## src/rtl/zigzag_wr_buf.sv

```systemverilog
// zigzag_wr_buf: ping-pong write buffer that gathers raster-order 8x8 coefficient blocks for a zigzag reader.
//   clk, rst_n          clock, synchronous active-low reset
//   in_valid/in_ready   raster-order write stream, in_data carries one coefficient
//   rd_start            one-cycle pulse when a full bank is handed to the reader
//   rd_done             reader finished the current bank
//   rd_en/rd_addr       reader address request (row*COL+col)
//   rd_data/_valid      registered read data, one cycle after rd_en
//   err                 sticky protocol error (rd_done or rd_en while no bank is handed out)
module zigzag_wr_buf #(
    parameter int WIDTH = 16,
    parameter int COL = 8,
    parameter int ROW = 8,
    localparam int AW = $clog2(COL) + $clog2(ROW)
) (
    input  logic             clk,
    input  logic             rst_n,
    input  logic             in_valid,
    output logic             in_ready,
    input  logic [WIDTH-1:0] in_data,
    output logic             rd_start,
    input  logic             rd_done,
    input  logic             rd_en,
    input  logic [AW-1:0]    rd_addr,
    output logic [WIDTH-1:0] rd_data,
    output logic             rd_data_valid,
    output logic             err
);
    logic [WIDTH-1:0] mem [2*COL*ROW];
    logic             wr_bank_q, rd_bank_q, rd_busy_q, rd_start_q, rd_data_valid_q, err_q;
    logic [1:0]       full_q, full_d;
    logic [AW-1:0]    wr_cnt_q;
    logic [WIDTH-1:0] rd_data_q;
    logic             wr_fire, wr_wrap, rd_fire, start;

    assign in_ready      = !full_q[wr_bank_q];
    assign rd_start      = rd_start_q;
    assign rd_data       = rd_data_q;
    assign rd_data_valid = rd_data_valid_q;
    assign err           = err_q;

    always_comb begin
        wr_fire = in_valid && in_ready;
        // COL*ROW is a power of two, so the last slot is the all-ones count
        wr_wrap = wr_fire && (&wr_cnt_q);
        rd_fire = rd_done && rd_busy_q;
        start   = full_q[rd_bank_q] && !rd_busy_q && !rd_start_q;
        // writer and reader always own different banks, so both updates can apply together
        full_d  = (full_q | ({1'b0, wr_wrap} << wr_bank_q)) & ~({1'b0, rd_fire} << rd_bank_q);
    end

    always_ff @(posedge clk) begin
        if (wr_fire) mem[{wr_bank_q, wr_cnt_q}] <= in_data;
    end

    always_ff @(posedge clk) begin
        if (!rst_n) begin
            wr_bank_q       <= 1'b0;
            rd_bank_q       <= 1'b0;
            full_q          <= 2'b00;
            rd_busy_q       <= 1'b0;
            wr_cnt_q        <= '0;
            rd_start_q      <= 1'b0;
            rd_data_q       <= '0;
            rd_data_valid_q <= 1'b0;
            err_q           <= 1'b0;
        end else begin
            full_q          <= full_d;
            wr_cnt_q        <= wr_fire ? wr_cnt_q + AW'(1) : wr_cnt_q;
            wr_bank_q       <= wr_bank_q ^ wr_wrap;
            rd_bank_q       <= rd_bank_q ^ rd_fire;
            rd_busy_q       <= start || (rd_busy_q && !rd_fire);
            rd_start_q      <= start;
            rd_data_valid_q <= rd_en;
            if (rd_en) rd_data_q <= mem[{rd_bank_q, rd_addr}];
            err_q           <= err_q || (!rd_busy_q && (rd_done || rd_en));
        end
    end
endmodule

```

## config.mk

```make
export PLATFORM = sky130hd
export DESIGN_NAME = zigzag_wr_buf
export DESIGN_NICKNAME = d
export VERILOG_FILES = /design/src/rtl/zigzag_wr_buf.sv
export SDC_FILE = /design/constraint.sdc
export NUM_CORES = 2
export LEC_CHECK = 0
export CORE_MARGIN = 4
export CORE_UTILIZATION = 45
export CTS_CLUSTER_SIZE = 24
export DETAILED_ROUTE_END_ITERATION = 12
export PLACE_DENSITY = 0.64
export SLEW_MARGIN = 5
export SYNTH_ARGS = -nofsm -noshare
export SYNTH_HDL_FRONTEND = slang
export SYNTH_SLANG_ARGS = --single-unit
```

## constraint.sdc

```tcl
create_clock -name clk -period 4.6 [get_ports clk]
set_clock_uncertainty 0.05 [all_clocks]
set_input_delay 1.15 -clock clk [delete_from_list [all_inputs] [get_ports clk]]
set_output_delay 1.15 -clock clk [all_outputs]
set_load 0.005 [all_outputs]
```

==> metrics <==
Clk Latency, worst-skew pair 0.84 ns; core area 176000 um^2; via density per instance 6.01; Worst Hold Class reg2reg; top_reg_cell synth edfxtp_1; # rows 154; Sw Ratio 21.2%; worst path arrival time 2.72 ns; Post-CTS Hold Buffers 0; syn_nets 3559; area leader, netlist edfxtp_1; vias in the first global route 38048; WL per Instance 31.2 um; Remaining DRCs 0; TritonCTS Buffers 204; max cap viols 0; total number of vias 38471; crit path cell chain mux2i_1 > clkdlybuf4s50_1; die area 185000 um^2; CTS tree done; IO buf count 46; Post-DP HPWL 121000 um; H-Tree Depth 4; register area share after synthesis 77.6%; die span in y 430 um; Die Wd 430 um; startpoint types flip-flop; Gate Count Post-Synth 3527; leak pwr 29.0 nW; initial detailed-routing violation count 5059; clk sinks 2078; Worst Tran Pin Value 1.20 ns; IO Count 47; CP required 3.40 ns; Clk pin slew, worst setup/hold paths 0.06 ns; post_cts resized 0; Layout area overhead 14.4%; Tcrit/Tclk final 85.3%; switching pwr 0.00823 W; layout cells sized above 1 28.9%; sequential share of power 53.8%; Cell variety after synth 61; FF+latch area 62100 um^2; maximum vdd drop 0.293 mV; f_max 0.255 GHz; combinational share of power 5.0%; DRT antenna net count 0; RSZ-0062 raised after global routing no; pin count of the biggest net entering global routing 129; Final Power 0.0388 W; Clock power frac 41.2%; post-synth top area share 76.9%; relative slew slack 20.0%; Buf/Inv on CP 1; Netlist Area Pre-Place 80000 um^2; asr flop ratio synth 0%; Final Hold Viols 0; Multi-input gate area 16800 um^2; status completed; CP endpoint kind output pin; Yosys Warn Count 0; worst setup path class reg2out; crit-path max cell delay 0.64 ns; setup bufs post-CTS 0; CP top delay family multiplexers; final setup vio count 0; Internal 0.0306 W; Avg Inst Size Synth 22.7 um^2; GRT overflow 0; DRT Wirelength 200000 um; Post-synth EDFFs 2048; PD cells 424 nW/um^2; initial core utilization 45.3%; Crit-path slowest cell mux2i_1; setup_tns 0 ns; post-synthesis register bit count 2078; synth top area cells edfxtp_1 (77%), mux4_2 (15%), mux2i_1 (2.0%); fill cell count 13641; TritonRoute pass-1 iters 6; CTS root buffer clkbuf_16; first-pass GRT wire length 287000 um; Slew Viols, Final 0; CTS max path bufs 3; CP max FO 9; GP Congestion 0.946; Final #Nets 3919; initial antenna violation count 6; Total GRT Usage 21.6%; Final Critical Period 3.92 ns
[through the flow]
stage          utilization (%)  hold slack, ns  instances  setup WS (ns)  area (um^2)
2_1_floorplan                -           0.386       3527           1.27        80000
3_3_place_gp              48.3           0.385       6021          0.161        85200
3_5_place_dp              48.3           0.385       6021          0.183        85200
4_1_cts                   51.9           0.399       6398          0.627        91500
5_1_grt                   51.9           0.418       6399          0.677        91500
6_report                  51.9           0.392       6401          0.677        91500
[worst paths after layout]
kind | startpoint | endpoint | slack [ns] | cells past startpoint
setup reg to reg | wr_bank_q | mem[55][15] | 0.94 | 6
hold / removal | rd_start | rd_start | 0.39 | 1
setup / recovery | wr_bank_q | in_ready | 0.68 | 2
hold reg to reg | rd_start | rd_start | 0.39 | 1
[power by group through the flow]
stage | Sequential [W] | Clock (W) | Combinational (W)
3_3_place_gp | 0.0213 | 0 | 0.00192
6_report | 0.0209 | 0.0160 | 0.00194
4_1_cts | 0.0209 | 0.0163 | 0.00195
2_1_floorplan | 0.0213 | 0 | 0.00100
5_1_grt | 0.0209 | 0.0171 | 0.00204
3_5_place_dp | 0.0213 | 0 | 0.00195
[cell usage after synthesis (5+ instances only)]
master    number
nand2_1      104
and3_1         6
nand3_1       26
clkbuf_1      69
a32o_1         5
nand2b_1       5
o22ai_1       46
a211oi_1      19
nand4_1        6
a21oi_1       17
buf_4         27
a32oi_1        6
and2_1        16
buf_6         34
nor3_1         7
ha_1           5
o21ai_0       22
a31oi_1        5
edfxtp_1    2048
dfxtp_1       30
buf_2         46
o221ai_1      21
buf_1         12
a22oi_1        5
o31ai_1       12
mux4_2       538
mux2i_1      159
nor2_1       150
nor2b_1       17
[cell families after synthesis]
logic type / Yosys count / synth area share [%]
AO/OA/AOI/OAI: 195 / 1.74
XOR/XNOR: 4 / 0.0438
adder cells (fa/ha/maj): 5 / 0.0782
buffers and inverters: 194 / 1.44
flip-flops: 2078 / 77.6
multiplexers: 699 / 17.2
AND/OR/NAND/NOR: 352 / 1.93
[layer usage]
layer / wire length, um / track usage [%] / vias to the layer above
met5: 0 / 0 / -
met4: 7760 / 8.00 / 0
met3: 15900 / 3.75 / 333
met2: 95100 / 33.6 / 1734
met1: 81300 / 31.1 / 20691
li1: - / - / 15713
[final cells by class]
type / instances / share of cell area [%]
antenna: 3 / 0.00820
clock inverter: 119 / 1.08
tap: 2340 / 3.20
multi-input combinational: 1255 / 18.4
inverter: 5 / 0.0260
clock buffer: 258 / 5.89
timing repair buffer: 343 / 3.57
sequential: 2078 / 67.8
[registers in the layout (all words and copies together) (netlist names)]
name and cells:
rd_busy_q 1, full_q 2, wr_cnt_q 6, rd_data_valid 1, rd_data 16, rd_start 1
err 1, wr_bank_q 1, mem 2048, rd_bank_q 1
[worst register-to-register path, stage by stage, from the launching register on]
cell and delay [ns]:
dfxtp_1 0.61, mux2i_1 0.64, and2_1 0.38, nand4_1 0.58
buf_4 0.50, nor2_1 0.24, buf_4 0.32
[layout by cell type, fill, tap and decap left out, types with 5 or more instances in the layout]
| cell type | instances |
|---|---|
| and3_1 | 6 |
| and2_1 | 16 |
| clkinv_2 | 36 |
| a22oi_1 | 5 |
| ha_1 | 5 |
| nand3_1 | 26 |
| nand2b_1 | 5 |
| nor2_2 | 31 |
| clkbuf_16 | 206 |
| clkdlybuf4s50_1 | 25 |
| nor2_1 | 119 |
| a21oi_1 | 17 |
| o31ai_1 | 12 |
| clkinv_1 | 51 |
| buf_12 | 49 |
| buf_4 | 265 |
| mux4_2 | 538 |
| o21ai_0 | 22 |
| nor2b_1 | 17 |
| inv_6 | 9 |
| dfxtp_1 | 30 |
| a31oi_1 | 5 |
| clkbuf_1 | 48 |
| bufinv_16 | 13 |
| edfxtp_1 | 2048 |
| o221ai_1 | 21 |
| nand2_1 | 104 |
| nand4_1 | 6 |
| nor3_1 | 7 |
| a32o_1 | 5 |
| a32oi_1 | 6 |
| o22ai_1 | 46 |
| a211oi_1 | 19 |
| mux2i_1 | 159 |
No activity file was read; power rests on OpenSTA's default activity.
